--- config.mk ---
export PLATFORM = sky130hd
export DESIGN_NAME = rider_steer_ctrl
export DESIGN_NICKNAME = d
export VERILOG_FILES = /design/src/rtl/rider_steer_ctrl.sv
export SDC_FILE = /design/constraint.sdc
export NUM_CORES = 1
export LEC_CHECK = 0
export ABC_CLOCK_PERIOD_IN_PS = 6000
export CAP_MARGIN = 20
export CORE_AREA = 2 2 119 121
export DETAILED_ROUTE_END_ITERATION = 10
export DIE_AREA = 0 0 121 123
export HOLD_SLACK_MARGIN = 0.08
export PLACE_DENSITY = 0.69
export SLEW_MARGIN = 30
export SYNTH_ARGS = -nofsm -noshare
export SYNTH_HDL_FRONTEND = slang
export SYNTH_SLANG_ARGS = --single-unit
--- constraint.sdc ---
create_clock -name clk -period 6 [get_ports clk]
set_input_delay 0.9 -clock clk [delete_from_list [all_inputs] [get_ports clk]]
set_output_delay 0.9 -clock clk [all_outputs]
set_load 0.01 [all_outputs]
--- src/rtl/rider_steer_ctrl.sv ---
// Rider-presence and steering-enable controller: registers load cells, qualifies
// mounting with a settle timer, debounces dismount, and reports a signed L-R difference.
module rider_steer_ctrl #(
  parameter int W             = 12,
  parameter int MIN_ON        = 100,
  parameter int MIN_OFF       = 80,
  parameter int SETTLE_CYC    = 65_000_000,
  parameter int OFF_CYC       = 2_500_000,
  parameter int SETTLE_SHIFT  = 2,
  parameter int STEPOFF_SHIFT = 4
) (
  input  logic         clk,
  input  logic         rst,
  input  logic [W-1:0] lft_ld,
  input  logic [W-1:0] rght_ld,
  output logic [W:0]   ld_cell_diff,
  output logic         en_steer,
  output logic         rider_off,
  output logic [1:0]   state
);

  localparam int SW = $clog2(SETTLE_CYC);
  localparam int OW = $clog2(OFF_CYC + 1);
  localparam logic [W:0]    C_MIN_ON      = (W+1)'(MIN_ON);
  localparam logic [W:0]    C_MIN_OFF     = (W+1)'(MIN_OFF);
  localparam logic [SW-1:0] C_SETTLE_LAST = SW'(SETTLE_CYC - 1);
  localparam logic [OW-1:0] C_OFF_LAST    = OW'(OFF_CYC - 1);

  typedef enum logic [1:0] {
    S_IDLE  = 2'd0,
    S_WAIT  = 2'd1,
    S_STEER = 2'd2
  } state_t;

  state_t        r_state;
  state_t        w_next;
  logic [W-1:0]  r_lft_q;
  logic [W-1:0]  r_rght_q;
  logic [W:0]    r_ld_cell_diff;
  logic [SW-1:0] r_settle_cnt;
  logic [OW-1:0] r_off_cnt;
  logic          r_rider_off;

  logic [W:0]    w_sum;
  logic [W:0]    w_diff;
  logic [W:0]    w_abs_diff;
  logic          w_sum_on;
  logic          w_sum_off;
  logic          w_unsettled;
  logic          w_stepoff;
  logic          w_settle_full;
  logic          w_off_full;
  logic [SW-1:0] w_settle_nxt;
  logic [OW-1:0] w_off_nxt;

  // abs_diff is kept one bit wide so the negation of -(2^W-1) stays exact
  assign w_sum         = {1'b0, r_lft_q} + {1'b0, r_rght_q};
  assign w_diff        = {1'b0, r_lft_q} - {1'b0, r_rght_q};
  assign w_abs_diff    = w_diff[W] ? ((W+1)'(0) - w_diff) : w_diff;
  assign w_sum_on      = w_sum > C_MIN_ON;
  assign w_sum_off     = w_sum < C_MIN_OFF;
  assign w_unsettled   = w_abs_diff > (w_sum >> SETTLE_SHIFT);
  assign w_stepoff     = w_abs_diff > (w_sum - (w_sum >> STEPOFF_SHIFT));
  assign w_settle_full = (r_settle_cnt == C_SETTLE_LAST);
  assign w_off_full    = w_sum_off && (r_off_cnt == C_OFF_LAST);

  always_comb begin
    w_next = r_state;
    case (r_state)
      S_IDLE: begin
        if (w_sum_on) w_next = S_WAIT;
      end
      S_WAIT: begin
        if (w_off_full)         w_next = S_IDLE;
        else if (w_unsettled)   w_next = S_WAIT;
        else if (w_settle_full) w_next = S_STEER;
      end
      S_STEER: begin
        if (w_off_full)     w_next = S_IDLE;
        else if (w_stepoff) w_next = S_WAIT;
      end
      default: w_next = S_IDLE;
    endcase
  end

  // settle_cnt idles at zero outside WAIT, so every WAIT entry starts from zero
  always_comb begin
    w_settle_nxt = '0;
    if (r_state == S_WAIT && !w_unsettled) w_settle_nxt = r_settle_cnt + SW'(1);
    w_off_nxt = '0;
    if (w_sum_off && r_state != S_IDLE) w_off_nxt = r_off_cnt + OW'(1);
  end

  always_ff @(posedge clk) begin
    if (rst) begin
      r_lft_q        <= '0;
      r_rght_q       <= '0;
      r_ld_cell_diff <= '0;
      r_settle_cnt   <= '0;
      r_off_cnt      <= '0;
      r_rider_off    <= 1'b0;
      r_state        <= S_IDLE;
    end else begin
      r_lft_q        <= lft_ld;
      r_rght_q       <= rght_ld;
      r_ld_cell_diff <= w_diff;
      r_settle_cnt   <= w_settle_nxt;
      r_off_cnt      <= w_off_nxt;
      r_rider_off    <= (r_state != S_IDLE) && (w_next == S_IDLE);
      r_state        <= w_next;
    end
  end

  assign ld_cell_diff = r_ld_cell_diff;
  assign en_steer     = (r_state == S_STEER);
  assign rider_off    = r_rider_off;
  assign state        = r_state;

endmodule
* After elaboration in Yosys (flattened, before gate mapping)
Index checks and enable logic that the tools add are counted.
Storage, ports and cells: register bits 88, output and inout bits 17, word-level logic and storage cells 41
Cells by class: add/sub/neg operators 6, $lt $le $gt $ge 4, equal/unequal tests 4, muxes and demuxes 8, bitwise logic cells 2, reductions and logical operators 10
Operator list (count):
- 26-bit by 1-bit adder with 26-bit output (second input constant) | 1
- 26-bit == test (second input constant) | 1
- 22-bit by 1-bit adder with 22-bit output (second input constant) | 1
- 22-bit == test (second input constant) | 1
- 12-bit by 12-bit adder with 13-bit output | 1
- 13-bit by 11-bit greater-than comparator with 1-bit output | 1
- 13-bit greater-than comparator | 1
- 13-bit by 7-bit greater-than comparator with 1-bit output (second input constant) | 1
- 13-bit by 7-bit less-than comparator with 1-bit output (second input constant) | 1
- 13-bit two-way mux | 1
- 1-bit by 13-bit subtractor with 13-bit output (first input constant) | 1
- 12-bit by 12-bit subtractor with 13-bit output | 1
- 13-bit by 9-bit subtractor with 13-bit output | 1
- 2-bit two-way mux | 6
- 2-bit case mux with 3 select lines | 1
- 1-bit logical AND | 4
- 2-bit zero test | 2
- 2-bit OR reduction | 2
- 2-bit by 1-bit == test with 1-bit output (second input constant) | 1
- 2-bit == test (second input constant) | 1
- 1-bit NOT | 2
- 2-bit nonzero test | 1
- 1-bit zero test | 1

* Logic depth before layout (Yosys ltp)
word-level depth 9, depth in mapped cells 27

* Worst setup path before layout
Ideal clock, no wire load.
path type register -> register, start point register r_rght_q[1], end point register r_rider_off (netlist: rider_off), setup time 0.079 ns, arrival 4.713 ns, data required time 5.921 ns, slack 1.207 ns, stages on the path, launching flop included 26, path buffers 0, period minus slack after synthesis 4.793 ns, path through dfxtp_1 inv_1 ha_1 nor2b_4 o311ai_2 a211oi_1 a2111oi_4 inv_1 fa_1 inv_1 a21oi_1 o21bai_1 inv_1 o31ai_1 nand4_1 nand4_1 nor3_1 xor2_1 ha_1 nand2_1 a21oi_1 o21ai_0 a21oi_1 nor2_1 a211o_1 a211oi_2
Between the ends: longest elaborated chain between the ends 9, elaborated cells on any way between the ends 18
RTL lines:
- from (decl) | RTL line 38 | logic [W-1:0] r_rght_q;
- from (signal assigned) | RTL line 105 | r_rght_q <= rght_ld;
- 12-bit by 12-bit subtractor with 13-bit output | RTL line 58 | assign w_diff = {1'b0, r_lft_q} - {1'b0, r_rght_q};
- 1-bit by 13-bit subtractor with 13-bit output | RTL line 59 | assign w_abs_diff = w_diff[W] ? ((W+1)'(0) - w_diff) : w_diff;
- 13-bit two-way mux | RTL line 59
- 13-bit greater-than comparator / 13-bit by 11-bit greater-than comparator with 1-bit output (equally long branches) | RTL line 63, 62
- 2-bit two-way mux, on equally long branches | RTL line 80, 75
- 2-bit two-way mux, on equally long branches | RTL line 79, 74
- 2-bit case mux with 3 select lines * | RTL line 69 | case (r_state)
- 2-bit zero test * | RTL line 109 | r_rider_off <= (r_state != S_IDLE) && (w_next == S_IDLE);
- 1-bit logical AND * | RTL line 109
- to (signal assigned) | RTL line 109
- to (decl) | RTL line 42 | logic r_rider_off;
Every way passes the cells marked *; elsewhere a longest branch is shown, timed or not. A chain may end at the register's enable or synchronous reset.

* Final worst setup path
Ends and elaborated chain as after synthesis.

==> results_dict.tcl <==
set metrics [dict create \
    status "finished, final reports clean" \
    hold_violations 0 \
    crit_top_cell "inv_1" \
    layout.cells.most_common "nor2_1" \
    initial_utilization_pct 44.4 \
    grt_max_degree 43 \
    rsz0062_at_grt "no" \
    slowest_stage "a2111oi_4" \
    tightest_slew_ns 0.670 \
    antenna_found_initial 0 \
    period_share_pct 90.0 \
    clockRootBuffer "clkbuf_16" \
    worstHoldPathType "reg -> reg" \
    critical_path_arrival_ns 5.67 \
    seq_area_sq_um 1760 \
    cts.sinks 88 \
    drv_cap 0 \
    syn-cell-area_sq_um 6040 \
    rrSetupSlack_ns 0.60 \
    nFillCells 1300 \
    whs_endpoint "r_off_cnt[0]" \
    fin_tns_setup_ns 0 \
    crit_required_ns 6.27 \
    p_leak_uw 0.00261 \
    wl_um 13100 \
    yosys_warnings 0 \
    core_area_sq_um 13600 \
    syn2layout_area_growth_pct 13.6 \
    layout-drive-gt1-share_pct 7.73 \
    clk_pin_slew_worst_paths_ns 0.06 \
    r2r_end "rider_off" \
    reg2reg_from "r_rght_q[1]" \
    post_cts_buffers 0 \
    finalSetupViolCount 0 \
    synth.distinct_cells 74 \
    grt_remaining_overflow 0 \
    fp.dieH_um 123 \
    drv_slew 0 \
    clkLatencyLatePin_ns 0.35 \
    end_kind "flop" \
    crit_path_max_fanout 5 \
    worstSetupPathType "reg -> reg" \
    dieArea_sq_um 14900 \
    yosys-top-cells-area "dfxtp_1 (29%), ha_1 (12%), xnor2_1 (5.8%)" \
    synthCells 710 \
    synth.yosys.seq_area_share_pct 29.2 \
    cts_hold_buf 0 \
    nets 833 \
    synth_edf_count 0 \
    cpPeakStageDelay_ns 0.52 \
    crit_family "compound AO/OA/AOI/OAI gates" \
    power.density_nw_per_um2 280 \
    synth_top_area_share_pct 29.2 \
    synthFlopType "dfxtp_1" \
    gp_congestion 0.945 \
    cts_tree "yes" \
    avgSynthCellArea_sq_um 8.51 \
    boundaryPins 43 \
    power_uw 1920 \
    reg2regPathDepth 25 \
    layout_common_cells "nor2_1 (92), dfxtp_1 (88), ha_1 (59)" \
    ant_nets 0 \
    drt_iter0_drc 347 \
    synth_top_area_cell "dfxtp_1" \
    period_needed_ns 5.40 \
    dieWidth_um 121 \
    holdWs_ns 0.472 \
    skew_ns 0.00880 \
    core.rowCount 43 \
    viasPerCell 5.34 \
    fmax_mhz 185 \
    num_antenna_cells 0 \
    min_from "r_off_cnt[0]" \
    ys_seq_elements 88 \
    grt_pass1_vias 4930 \
    port_buffers 42 \
    cp.buffers_inverters 4 \
    synth_fp_nets 798 \
    cts_buffers 9 \
    clockBufferDepth 2 \
    slew_headroom_pct 55.2 \
    track_usage_pct 18.7 \
    drtPass1Iterations 5 \
    async_flop_share_pct 0 \
    peakVddDrop_uv 168 \
    cts_resized 0 \
    hpwl_um 9980 \
    route.vias.total 4965 \
    multi_input_area_sq_um 3980 \
    wl_per_cell_um 14.0 \
    hold_depth 1 \
    htreeDepth 3 \
    drcViolationCount 0 \
    startpoint_type "flop" \
    grt_pass1_wl_um 22300 \
]
[cell usage after synthesis, types with 16 or more instances]
cell type  number
dfxtp_1        88
a21oi_1        35
nor2b_1        37
nor2_1         92
xnor2_1        40
nand2_1        41
ha_1           59
nand3_1        26
o21ai_0        18
inv_1          50
nand4_1        16
xor2_1         38
[registers in the layout, indices dropped and copies added, names as in the netlist]
register and flops:
r_settle_cnt 26, r_off_cnt 22, ld_cell_diff 13, r_lft_q 12, r_rght_q 12, state 2, rider_off 1
[worst max path at each step]
stage	startpoint	to	slack, ns	depth (start not counted)
after floorplan	r_rght_q[1]	rider_off	1.21	25
after global placement	r_rght_q[1]	rider_off	0.88	25
after detailed placement	r_rght_q[1]	rider_off	0.64	25
after CTS	r_rght_q[1]	rider_off	0.63	25
after global routing	r_rght_q[1]	rider_off	0.1	25
final	r_rght_q[1]	rider_off	0.60	25
[power breakdown]
part	switching, uW	internal [uW]	leakage (uW)	total [uW]
registers	12.6	608	0.000719	621
logic	433	323	0.00175	756
clock network	237	306	0.000136	543
total	682	1240	0.00261	1920
[routing by layer]
layer  up-vias  wire [um]  global-route usage [%]  share of wire (%)
li1       2495          -                       -                  -
met1      2334       5850                    22.5                 45
met2       107       6350                    32.5                 49
met3        29        484                    3.09                3.7
met4         0        365                    8.58                2.8
met5         -          0                       0                  0
[kinds of logic (layout without fill, tap and decap cells)]
kind of cell	count (synthesis)	after routing	synth area share, %
muxes	4	4	0.683
adders and majority gates	62	62	13.2
xor gates and xnor gates	82	82	12.6
DFF	88	88	29.2
buffers and inverters	69	109	5.05
AOI/OAI and AO/OA	114	114	14.0
and+or+nand+nor	291	291	25.3
[metrics by stage]
| stage | util, % | setup WS [ns] | cells | instance area [sq um] |
|---|---|---|---|---|
| finish | 50.4 | 0.602 | 930 | 6860 |
| global route | 50.4 | 0.0974 | 930 | 6860 |
| CTS | 50.4 | 0.625 | 930 | 6860 |
| detailed placement | 48.3 | 0.645 | 914 | 6580 |
| global placement | 48.3 | 0.881 | 914 | 6580 |
| floorplan | - | 1.21 | 710 | 6040 |
[cell type report]
class / instances / area share (%)
clock buffer: 13 / 3.79
clock inverter: 3 / 0.365
inverter: 50 / 2.73
multi-input combinational: 553 / 57.9
sequential: 88 / 25.7
tap: 180 / 3.28
timing repair buffer: 43 / 6.24
Power figures use the tool's default switching activity.
